`src/rtl/apb_master.sv`:
```
// rtl/apb_master.sv - APB requester bridging a valid/ready command/response pair onto an APB bus
// Single outstanding transfer; ACCESS is bounded by timeoutCycles and aborts with rsp_timeout.
module apb_master #(
  parameter int addrWidth     = 2,
  parameter int dataWidth     = 8,
  parameter int timeoutCycles = 16
) (
  input  logic                 clk,
  input  logic                 reset,
  input  logic                 cmd_valid,
  output logic                 cmd_ready,
  input  logic                 cmd_write,
  input  logic [addrWidth-1:0] cmd_addr,
  input  logic [dataWidth-1:0] cmd_wdata,
  output logic                 rsp_valid,
  input  logic                 rsp_ready,
  output logic [dataWidth-1:0] rsp_rdata,
  output logic                 rsp_err,
  output logic                 rsp_timeout,
  output logic                 sel,
  output logic                 enable,
  output logic                 write,
  output logic [addrWidth-1:0] addr,
  output logic [dataWidth-1:0] wdata,
  input  logic [dataWidth-1:0] rdata,
  input  logic                 ready,
  input  logic                 slverr
);

  typedef enum logic [1:0] {IDLE, SETUP, ACCESS, RESP} state_t;

  localparam logic [7:0] TIMEOUT = 8'(timeoutCycles);

  state_t               state_q, state_d;
  logic [7:0]           cnt_q, cnt_d;
  logic                 cmd_ready_q, cmd_ready_d;
  logic                 sel_q, sel_d;
  logic                 enable_q, enable_d;
  logic                 write_q, write_d;
  logic [addrWidth-1:0] addr_q, addr_d;
  logic [dataWidth-1:0] wdata_q, wdata_d;
  logic                 rsp_valid_q, rsp_valid_d;
  logic [dataWidth-1:0] rsp_rdata_q, rsp_rdata_d;
  logic                 rsp_err_q, rsp_err_d;
  logic                 rsp_timeout_q, rsp_timeout_d;

  always_comb begin
    state_d       = state_q;
    cnt_d         = cnt_q;
    cmd_ready_d   = cmd_ready_q;
    sel_d         = sel_q;
    enable_d      = enable_q;
    write_d       = write_q;
    addr_d        = addr_q;
    wdata_d       = wdata_q;
    rsp_valid_d   = rsp_valid_q;
    rsp_rdata_d   = rsp_rdata_q;
    rsp_err_d     = rsp_err_q;
    rsp_timeout_d = rsp_timeout_q;
    case (state_q)
      IDLE: begin
        if (cmd_valid) begin
          state_d     = SETUP;
          cmd_ready_d = 1'b0;
          sel_d       = 1'b1;
          write_d     = cmd_write;
          addr_d      = cmd_addr;
          wdata_d     = cmd_write ? cmd_wdata : '0;
        end
      end
      SETUP: begin
        state_d  = ACCESS;
        enable_d = 1'b1;
        cnt_d    = 8'd1;
      end
      ACCESS: begin
        // ready on the final counted edge still completes normally
        if (ready || cnt_q == TIMEOUT) begin
          state_d       = RESP;
          sel_d         = 1'b0;
          enable_d      = 1'b0;
          cnt_d         = 8'd0;
          rsp_valid_d   = 1'b1;
          rsp_rdata_d   = (ready && !write_q) ? rdata : '0;
          rsp_err_d     = ready ? slverr : 1'b1;
          rsp_timeout_d = !ready;
        end else begin
          cnt_d = cnt_q + 8'd1;
        end
      end
      RESP: begin
        if (rsp_ready) begin
          state_d       = IDLE;
          cmd_ready_d   = 1'b1;
          rsp_valid_d   = 1'b0;
          rsp_rdata_d   = '0;
          rsp_err_d     = 1'b0;
          rsp_timeout_d = 1'b0;
        end
      end
      default: state_d = IDLE;
    endcase
  end

  always_ff @(posedge clk or negedge reset) begin
    if (!reset) begin
      state_q       <= IDLE;
      cnt_q         <= 8'd0;
      cmd_ready_q   <= 1'b1;
      sel_q         <= 1'b0;
      enable_q      <= 1'b0;
      write_q       <= 1'b0;
      addr_q        <= '0;
      wdata_q       <= '0;
      rsp_valid_q   <= 1'b0;
      rsp_rdata_q   <= '0;
      rsp_err_q     <= 1'b0;
      rsp_timeout_q <= 1'b0;
    end else begin
      state_q       <= state_d;
      cnt_q         <= cnt_d;
      cmd_ready_q   <= cmd_ready_d;
      sel_q         <= sel_d;
      enable_q      <= enable_d;
      write_q       <= write_d;
      addr_q        <= addr_d;
      wdata_q       <= wdata_d;
      rsp_valid_q   <= rsp_valid_d;
      rsp_rdata_q   <= rsp_rdata_d;
      rsp_err_q     <= rsp_err_d;
      rsp_timeout_q <= rsp_timeout_d;
    end
  end

  assign cmd_ready   = cmd_ready_q;
  assign sel         = sel_q;
  assign enable      = enable_q;
  assign write       = write_q;
  assign addr        = addr_q;
  assign wdata       = wdata_q;
  assign rsp_valid   = rsp_valid_q;
  assign rsp_rdata   = rsp_rdata_q;
  assign rsp_err     = rsp_err_q;
  assign rsp_timeout = rsp_timeout_q;

endmodule

```
`config.mk`:
```
export PLATFORM = sky130hd
export DESIGN_NAME = apb_master
export DESIGN_NICKNAME = d
export VERILOG_FILES = /design/src/rtl/apb_master.sv
export SDC_FILE = /design/constraint.sdc
export NUM_CORES = 1
export LEC_CHECK = 0
export CAP_MARGIN = 20
export CORE_MARGIN = 5
export CORE_UTILIZATION = 35
export CTS_BUF_LIST = sky130_fd_sc_hd__clkbuf_16
export CTS_CLUSTER_SIZE = 20
export DETAILED_ROUTE_END_ITERATION = 16
export MAX_ROUTING_LAYER = met4
export SKIP_CTS_REPAIR_TIMING = 1
export SLEW_MARGIN = 10
export SYNTH_ARGS = -nofsm -noshare
export SYNTH_HDL_FRONTEND = slang
export SYNTH_SLANG_ARGS = --single-unit
export TNS_END_PERCENT = 100
```
`constraint.sdc`:
```
create_clock -name clk -period 1.97 [get_ports clk]
set_clock_uncertainty 0.15 [all_clocks]
set_input_delay 0.394 -clock clk [delete_from_list [all_inputs] [get_ports clk]]
set_output_delay 0.394 -clock clk [all_outputs]
set_load 0.05 [all_outputs]
```
-- Word level (Yosys, flattened, before mapping)
Cells that the tools add are included.
Widths: inputs -> output; s select.
- bits of input ports: 25
- output and inout bits: 25
- register bits after elaboration: 35
- add/sub/neg operators: 1
- equal/unequal tests: 7
- reductions and logical operators: 15
- muxes and demuxes: 26
- operator list (cell ; number):
    $mux 8 ; 5
    $pmux 8 s2 ; 2
    $pmux 1 s2 ; 6
    $reduce_and 3->1 ; 4
    $mux 1 ; 9
    $add 8x1->8 const B ; 1
    $eq 8x5->1 const B ; 1
    $pmux 2 s4 ; 1
    $reduce_bool 2->1 ; 4
    $mux 2 ; 3
    $ne 2x2->1 const B ; 3
    $eq 2x2->1 const B ; 2
    $reduce_and 2->1 ; 2
    $eq 2x1->1 const B ; 1
    $logic_not 1->1 ; 2
    $logic_not 2->1 ; 1
    $logic_and 1x1->1 ; 1
    $logic_or 1x1->1 ; 1

-- Longest topological paths before layout
Gate-level depths: netlist (run 1).
- depth after elaboration: 5
- depth in mapped cells: 6
- mapped depth without buffers: 6

-- Worst setup path after synthesis (run 1)
No wires, ideal clock.
- path type: flip-flop to flip-flop
- start point: reg state_q[0]
- end point: reg state_q[0]
- clock period less this slack: 1810 ps
- path buffers: 0
- arrival: 1533 ps
- cell stages (with the launch flop): 7
- data required time: 1694 ps
- setup slack: 160 ps
- path through: dfrtp_1 > inv_1 > ha_1 > inv_2 > a311oi_2 > nor2_1 > o32a_1
- cells in the longest elaborated chain, start to end: 3
- elaborated cells on any way between the ends: 9
- classes of those cells: eq/ne (6); mux (1); reduce/logical (2)
- RTL lines (item ; RTL line ; text):
    start, declared ; 34 ; state_t state_q, state_d;
    start signal, assigned ; 120 ; state_q <= state_d;
    $eq 2x2->1 / $logic_not 2->1 (equally long branches) ; 60 ; case (state_q)
    $ne 2x2->1 (no line) ; n/a ;
    $reduce_and 3->1 (no line) ; n/a ;
Several ways; a longest one is shown, not always the timed one.
A chain may end at the register's enable or synchronous reset.

-- Worst setup path in the final report (run 1)
- start point: reg state_q[0]
- end point: reg cnt_q[4]
- cells in the longest elaborated chain, start to end: 2
- elaborated cells on any way between the ends: 4
- classes of those cells: eq/ne (2); mux (1); reduce/logical (1)
- RTL lines (item ; RTL line ; text):
    $eq 2x2->1 / $eq 2x1->1 (equally long branches) ; 60 ;
    $pmux 8 s2 / $reduce_bool 2->1 (equally long branches) ; n/a ;
    end signal, assigned ; 121 ; cnt_q <= cnt_d;
    end, declared ; 35 ; logic [7:0] cnt_q, cnt_d;
Several ways; a longest one is shown, not always the timed one.

==> results of run 1 <==
[through the flow]
step / instances / total power, W / util [%] / cell area, µm² / setup WS (ps)
2_1_floorplan: 154 / 0.002670 / - / 1663 / 160.4
3_3_place_gp: 258 / 0.003343 / 47.41 / 2210 / 98.12
6_report: 266 / 0.004076 / 50.36 / 2347 / 159.4
3_5_place_dp: 258 / 0.003378 / 47.41 / 2210 / 26.31
4_1_cts: 266 / 0.004131 / 50.36 / 2347 / 148.7
5_1_grt: 266 / 0.004355 / 50.36 / 2347 / 44.46
[routing by layer]
layer / track usage, % / up-vias
met5: - / -
met4: 6.701 / 0
met2: 22.33 / 47
met1: 17.85 / 644
li1: - / 665
met3: 5.329 / 8
[flip-flops by register name (all words and copies together), names as in the netlist]
register / count
cnt_q: 8
rsp_err: 1
enable: 1
cmd_ready: 1
state_q: 2
sel: 1
addr: 2
write: 1
rsp_timeout: 1
rsp_rdata: 8
rsp_valid: 1
wdata: 8
[logic make-up (layout without fill, tap and decap cells)]
kind of cell / Yosys count / in the layout / share of synthesized area, %
compound gates: 45 / 45 / 20.69
flops: 35 / 35 / 52.75
fa+ha+maj: 6 / 6 / 4.515
mux: 5 / 5 / 3.311
buf+inv: 13 / 71 / 2.935
simple gates: 50 / 50 / 15.80
[worst register-to-register path, stage by stage, from the launching register on]
cell	delay, ps
dfrtp_1	390
inv_1	120
ha_1	190
inv_2	100
a311o_2	410
o21ai_0	240
o2bb2ai_1	140
[report_power, final]
part           switching, W  internal (W)
Clock              0.000280      0.000456
Combinational       0.00143      0.000744
Sequential         0.000174      0.000990
[cells in the mapped netlist, drive strengths merged]
library cell  number
o311ai             1
o21a               1
o31ai              1
o32a               1
ha                 6
and4               1
a21boi             1
a22oi              1
mux2i              1
o221ai             1
clkbuf             5
inv                8
a311o              1
nor2               4
a31oi              1
o22ai              3
a21oi              3
and2b              1
dfstp              1
and3               4
dfrtp             34
a311oi             1
o2bb2ai            5
o21ai             14
nor4b              2
mux2               4
nand3              4
a22o               9
nand2b             6
o211ai             1
nor2b              1
nand2             27
[cell usage in the layout, fill, tap and decap left out, types with 2 or more instances in the layout]
cell type | Yosys | routed
a21oi_1 | 3 | 3
a22o_1 | 9 | 9
and3_1 | 4 | 4
buf_12 | 0 | 2
buf_4 | 0 | 29
clkbuf_16 | 0 | 5
clkdlybuf4s50_1 | 0 | 24
dfrtp_1 | 34 | 34
ha_1 | 6 | 6
inv_1 | 7 | 9
mux2_2 | 4 | 4
nand2_1 | 26 | 26
nand2b_1 | 6 | 6
nand3_1 | 4 | 4
nor2_1 | 4 | 4
o21ai_0 | 14 | 14
o22ai_1 | 3 | 3
o2bb2ai_1 | 5 | 5
[worst paths after layout]
check | startpoint | end | depth (start not counted)
min in group asynchronous | reset | cnt_q[3] | 2
max in group asynchronous | reset | cmd_ready | 2
min | wdata[2] | wdata[2] | 2
max | state_q[0] | cnt_q[4] | 6
max reg2reg | state_q[0] | cnt_q[4] | 6
min reg2reg | wdata[2] | wdata[2] | 2
[layout make-up]
type                    instances  area [µm²]  share of cell area [%]
clock buffers                   5       125.1                   5.330
clock inverters                 3       12.51                  0.5330
inverters                       8       30.03                   1.279
multi-input cells             106       737.0                   31.40
flip-flops and latches         35       877.1                   37.37
well taps                      54       67.56                   2.878
repair buffers                 55       498.0                   21.22
==> impl_metrics.py, run 1 <==
metrics = {
    "outcome": {
        "status": "finished clean",
    },
    "drt": {
        "drt_iter0_drc": 62,
        "via_count": 1364,
        "wl_um": 3929,
        "dr_wl_met3_um": 307,
        "m1WireLength_um": 1679,
        "viasPerCell": 5.128,
        "route.met2.wl_um": 1869,
        "routedWlPerCell_um": 14.77,
        "top_layer_used": "met4",
        "post-route-drc-count": 0,
        "ant_nets": 0,
        "first_pass_iters": 4,
    },
    "worst_hold_path": {
        "hold_path_class": "reg -> reg",
    },
    "clocking": {
        "cts.sinks": 35,
        "clkTransAtPathRegs_ps": 50,
        "max-clock-path-buffers": 2,
        "cts-buffers-inserted": 5,
        "h-tree-depth": 2,
        "clk-insertion-delay-late_ps": 280,
        "cts_tree": "yes",
        "cts_root_buffer": "clkbuf_16",
    },
    "critical_path": {
        "arrival_ps": 1860,
        "required_ps": 2020,
        "cp-end-kind": "register",
        "path_buf_inv": 2,
        "cp_slowest_cell": "a311o_2",
        "start_kind": "register",
        "cpLargestDelayFamily": "compound AO/OA/AOI/OAI gates",
        "crit_type": "reg -> reg",
        "slowest_delay_ps": 410,
        "critPathMaxFanout": 9,
        "r2r_slack_ps": 160,
        "path_cells": "inv_1, ha_1, inv_2, a311o_2, o21ai_0, o2bb2ai_1",
    },
    "logic_synthesis": {
        "synthTopCellsByArea": "dfrtp_1 51%, nand2_1 5.9%, a22o_1 4.7%, ha_1 4.5%, o21ai_0 4.2%",
        "synth.distinct_cells": 35,
        "ys_seq_area_share_pct": 52.75,
        "syn_avg_cell_area_um2": 10.80,
        "synth_fp_nets": 185,
        "yosys_warnings": 0,
        "netlist_instances": 154,
        "ys_ff_latch": 35,
        "yosys.area.top_type_share_pct": 51.17,
        "yosysTopAreaCell": "dfrtp_1",
        "syn_area_um2": 1663,
    },
    "layout": {
        "nNetsFinal": 242,
        "area_growth_pct": 41.16,
        "num-fill-cells": 421,
        "drive_gt1_share_pct": 23.58,
        "antenna_cells": 0,
    },
    "sta": {
        "min_period_ps": 1811,
        "tightestPinTransition_ps": 455.4,
        "hold_viol": 0,
        "fin_setup_tns_ps": 0,
        "setup_viol_count_final": 0,
        "fin_hold_ws_ps": 331.7,
        "layout_worst_path_cycle_share_pct": 91.91,
        "slew_viol_final": 0,
        "rsz0062_at_grt": "false",
        "clock.fmax_mhz": 552.3,
        "max_slew_margin_pct": 69.64,
    },
    "grt": {
        "grt_usage_pct": 14.80,
        "grt_pass1_vias": 1472,
        "grt_max_degree": 36,
        "antenna_found_initial": 0,
        "grt-ovfl-total": 0,
        "grt_pass1_wl_um": 6879,
    },
    "placed_design": {
        "port_buffers": 49,
        "place_congestion": 0.8572,
        "hpwl_um": 2990,
    },
    "floorplan": {
        "die-area_um2": 6229,
        "die_x_um": 78.93,
        "initial_core_util_pct": 35.68,
        "die_h_um": 78.93,
        "core_um2": 4661,
        "rows": 25,
        "pin_count": 50,
    },
    "power_and_ir_drop": {
        "leakagePower_nw": 1.085,
        "power_density_nw_per_um2": 1737,
        "ir_drop_mv": 1.013,
    },
    "flow_run": {
        "cap_violations": 0,
    },
}
(Power assumes the default switching activity.)
==> run 2, diff against run 1 <==
--- a/config.mk
+++ b/config.mk
@@ -7,11 +7,12 @@
 export LEC_CHECK = 0
 export CAP_MARGIN = 20
 export CORE_MARGIN = 5
-export CORE_UTILIZATION = 35
+export CORE_UTILIZATION = 46
 export CTS_BUF_LIST = sky130_fd_sc_hd__clkbuf_16
 export CTS_CLUSTER_SIZE = 20
 export DETAILED_ROUTE_END_ITERATION = 16
 export MAX_ROUTING_LAYER = met4
+export PLACE_DENSITY = 0.78
 export SKIP_CTS_REPAIR_TIMING = 1
 export SLEW_MARGIN = 10
 export SYNTH_ARGS = -nofsm -noshare
==> run 2 against run 1 <==
Critical path depth shrank 2; worst hold slack got worse by 4.0 ps; design area is 1.4% higher; die area is 21% lower; highest routed layer unchanged; critical endpoint is now rsp_rdata[2]; non-clock buffer count unchanged; total power grew 7.4%; count of clock-buffer cells in the layout stayed put; clock power grew 39%; sequential power hardly changed.
==> impl_metrics.py, run 2 (synthesis results as in run 1) <==
metrics = {
    "power_and_ir_drop": {
        "power_frac_seq_pct": 26.7,
        "leakagePower_nw": 1.094,
        "power_density_nw_per_um2": 1839,
        "switching_share_pct": 43.75,
        "switching_power_w": 0.001915,
        "pwr-share-clk_pct": 23.3,
        "p_int_w": 0.002462,
        "combPwrFrac_pct": 50.0,
        "ir_drop_mv": 1.219,
        "power.total_w": 0.004377,
    },
    "worst_hold_path": {
        "hold_path_class": "reg -> reg",
    },
    "layout": {
        "final-instance-count-excl-fill": 258,
        "area_growth_pct": 43.11,
        "drive_gt1_share_pct": 24.53,
        "regArea_um2": 877.1,
        "nNetsFinal": 242,
        "num-fill-cells": 258,
        "mostFrequentLayoutCells": "34 x dfrtp_1, 30 x buf_4, 26 x nand2_1",
        "antenna_cells": 0,
        "final_common_cell": "dfrtp_1",
        "multi_input_area_um2": 737.0,
    },
    "sta": {
        "slew_viol_final": 0,
        "rsz0062_at_grt": "false",
        "setup_viol_count_final": 0,
        "layout_worst_path_cycle_share_pct": 93.58,
        "min_period_ps": 1844,
        "clock.fmax_mhz": 542.4,
        "hold_viol": 0,
        "max_slew_margin_pct": 69.06,
        "tightestPinTransition_ps": 464.1,
    },
    "drt": {
        "drt_iter0_drc": 72,
        "first_pass_iters": 4,
        "routedWlPerCell_um": 15.27,
        "via_count": 1382,
        "ant_nets": 0,
        "post-route-drc-count": 0,
        "viasPerCell": 5.357,
        "wl_um": 3940,
    },
    "floorplan": {
        "die-area_um2": 4918,
        "die_h_um": 70.13,
        "initial_core_util_pct": 48.68,
        "pin_count": 50,
        "rows": 21,
        "core_um2": 3416,
        "die_x_um": 70.13,
    },
    "critical_path": {
        "cp-end-kind": "register",
        "cp_slowest_cell": "dfrtp_1",
        "r2r_slack_ps": 130,
        "slowest_delay_ps": 450,
        "arrival_ps": 1860,
        "critPathMaxFanout": 8,
        "path_cells": "nor4b_4, a311o_2, o211ai_4, a22o_1",
        "start_kind": "register",
        "required_ps": 1980,
        "crit_type": "reg -> reg",
    },
    "grt": {
        "antenna_found_initial": 0,
        "grt-ovfl-total": 0,
        "grt_usage_pct": 17.90,
        "grt_pass1_wl_um": 6755,
        "grt_pass1_vias": 1470,
        "grt_max_degree": 36,
    },
    "clocking": {
        "clkTransAtPathRegs_ps": 60,
        "cts_root_buffer": "clkbuf_16",
        "h-tree-depth": 2,
        "clk-insertion-delay-late_ps": 280,
        "max-clock-path-buffers": 2,
        "cts-buffers-inserted": 5,
        "cts_tree": "yes",
        "cts.sinks": 35,
    },
    "flow_run": {
        "cap_violations": 0,
    },
    "placed_design": {
        "place_congestion": 0.8677,
        "placed_cells_incl_taps": 250,
        "hpwl_um": 3016,
        "port_buffers": 49,
    },
    "outcome": {
        "status": "finished clean",
    },
}
[run 2: layer usage]
layer	wire, µm	GRT usage (%)
met5	0	-
met4	64	6.170
met3	233	6.169
met2	2031	29.49
met1	1610	20.31
[run 2: layout make-up]
type	count	area share (%)
Tap cell	46	2.419
Timing Repair Buffer	55	20.40
Sequential cell	35	36.86
Multi-Input combinational cell	106	30.97
Clock inverter	3	2.839
Clock buffer	5	5.258
Inverter	8	1.262
[run 2: path summary, 6_finish.rpt]
kind                       depth (start not counted)  startpoint      endpoint
max                                                4    cnt_q[2]  rsp_rdata[2]
max reg2reg                                        4    cnt_q[2]  rsp_rdata[2]
max in group asynchronous                          2       reset     cmd_ready
min reg2reg                                        2    wdata[6]      wdata[6]
min in group asynchronous                          2       reset      cnt_q[2]
min                                                2    wdata[6]      wdata[6]
[run 2: worst max-delay path: cells and delay by family (launching register included)]
kind             cells  cell delay, ps
flip-flops           1             450
AND/OR/NAND/NOR      1             360
AO/OA/AOI/OAI        3             750
[run 2: power groups by stage]
stage	combinational (W)	sequential [W]	clock [W]
3_5_place_dp	0.00221	0.00117	0
5_1_grt	0.00236	0.00120	0.00107
2_1_floorplan	0.000758	0.00191	0
4_1_cts	0.00221	0.00117	0.00103
3_3_place_gp	0.00216	0.00117	0
6_report	0.00219	0.00117	0.00102
[run 2: per-stage QoR]
step | setup slack, ps | TNS, ps | hold WS [ps] | instance area (µm²) | utilization (%)
global placement | 61.00 | 0 | 317.2 | 2187 | 64.03
global route | 19.68 | 0 | 361.7 | 2380 | 69.67
CTS | 111.9 | 0 | 334.7 | 2380 | 69.67
finish | 126.5 | 0 | 327.7 | 2380 | 69.67
detailed placement | -26.10 | -90.08 | 323.0 | 2187 | 64.03
floorplan | 160.4 | 0 | -51.59 | 1663 | -
==> run 3, diff against run 2 <==
--- a/config.mk
+++ b/config.mk
@@ -5,7 +5,6 @@
 export SDC_FILE = /design/constraint.sdc
 export NUM_CORES = 1
 export LEC_CHECK = 0
-export CAP_MARGIN = 20
 export CORE_MARGIN = 5
 export CORE_UTILIZATION = 46
 export CTS_BUF_LIST = sky130_fd_sc_hd__clkbuf_16
==> results of run 3 <==
No change in the layout: final DEF, timing and power equal those of run 2.
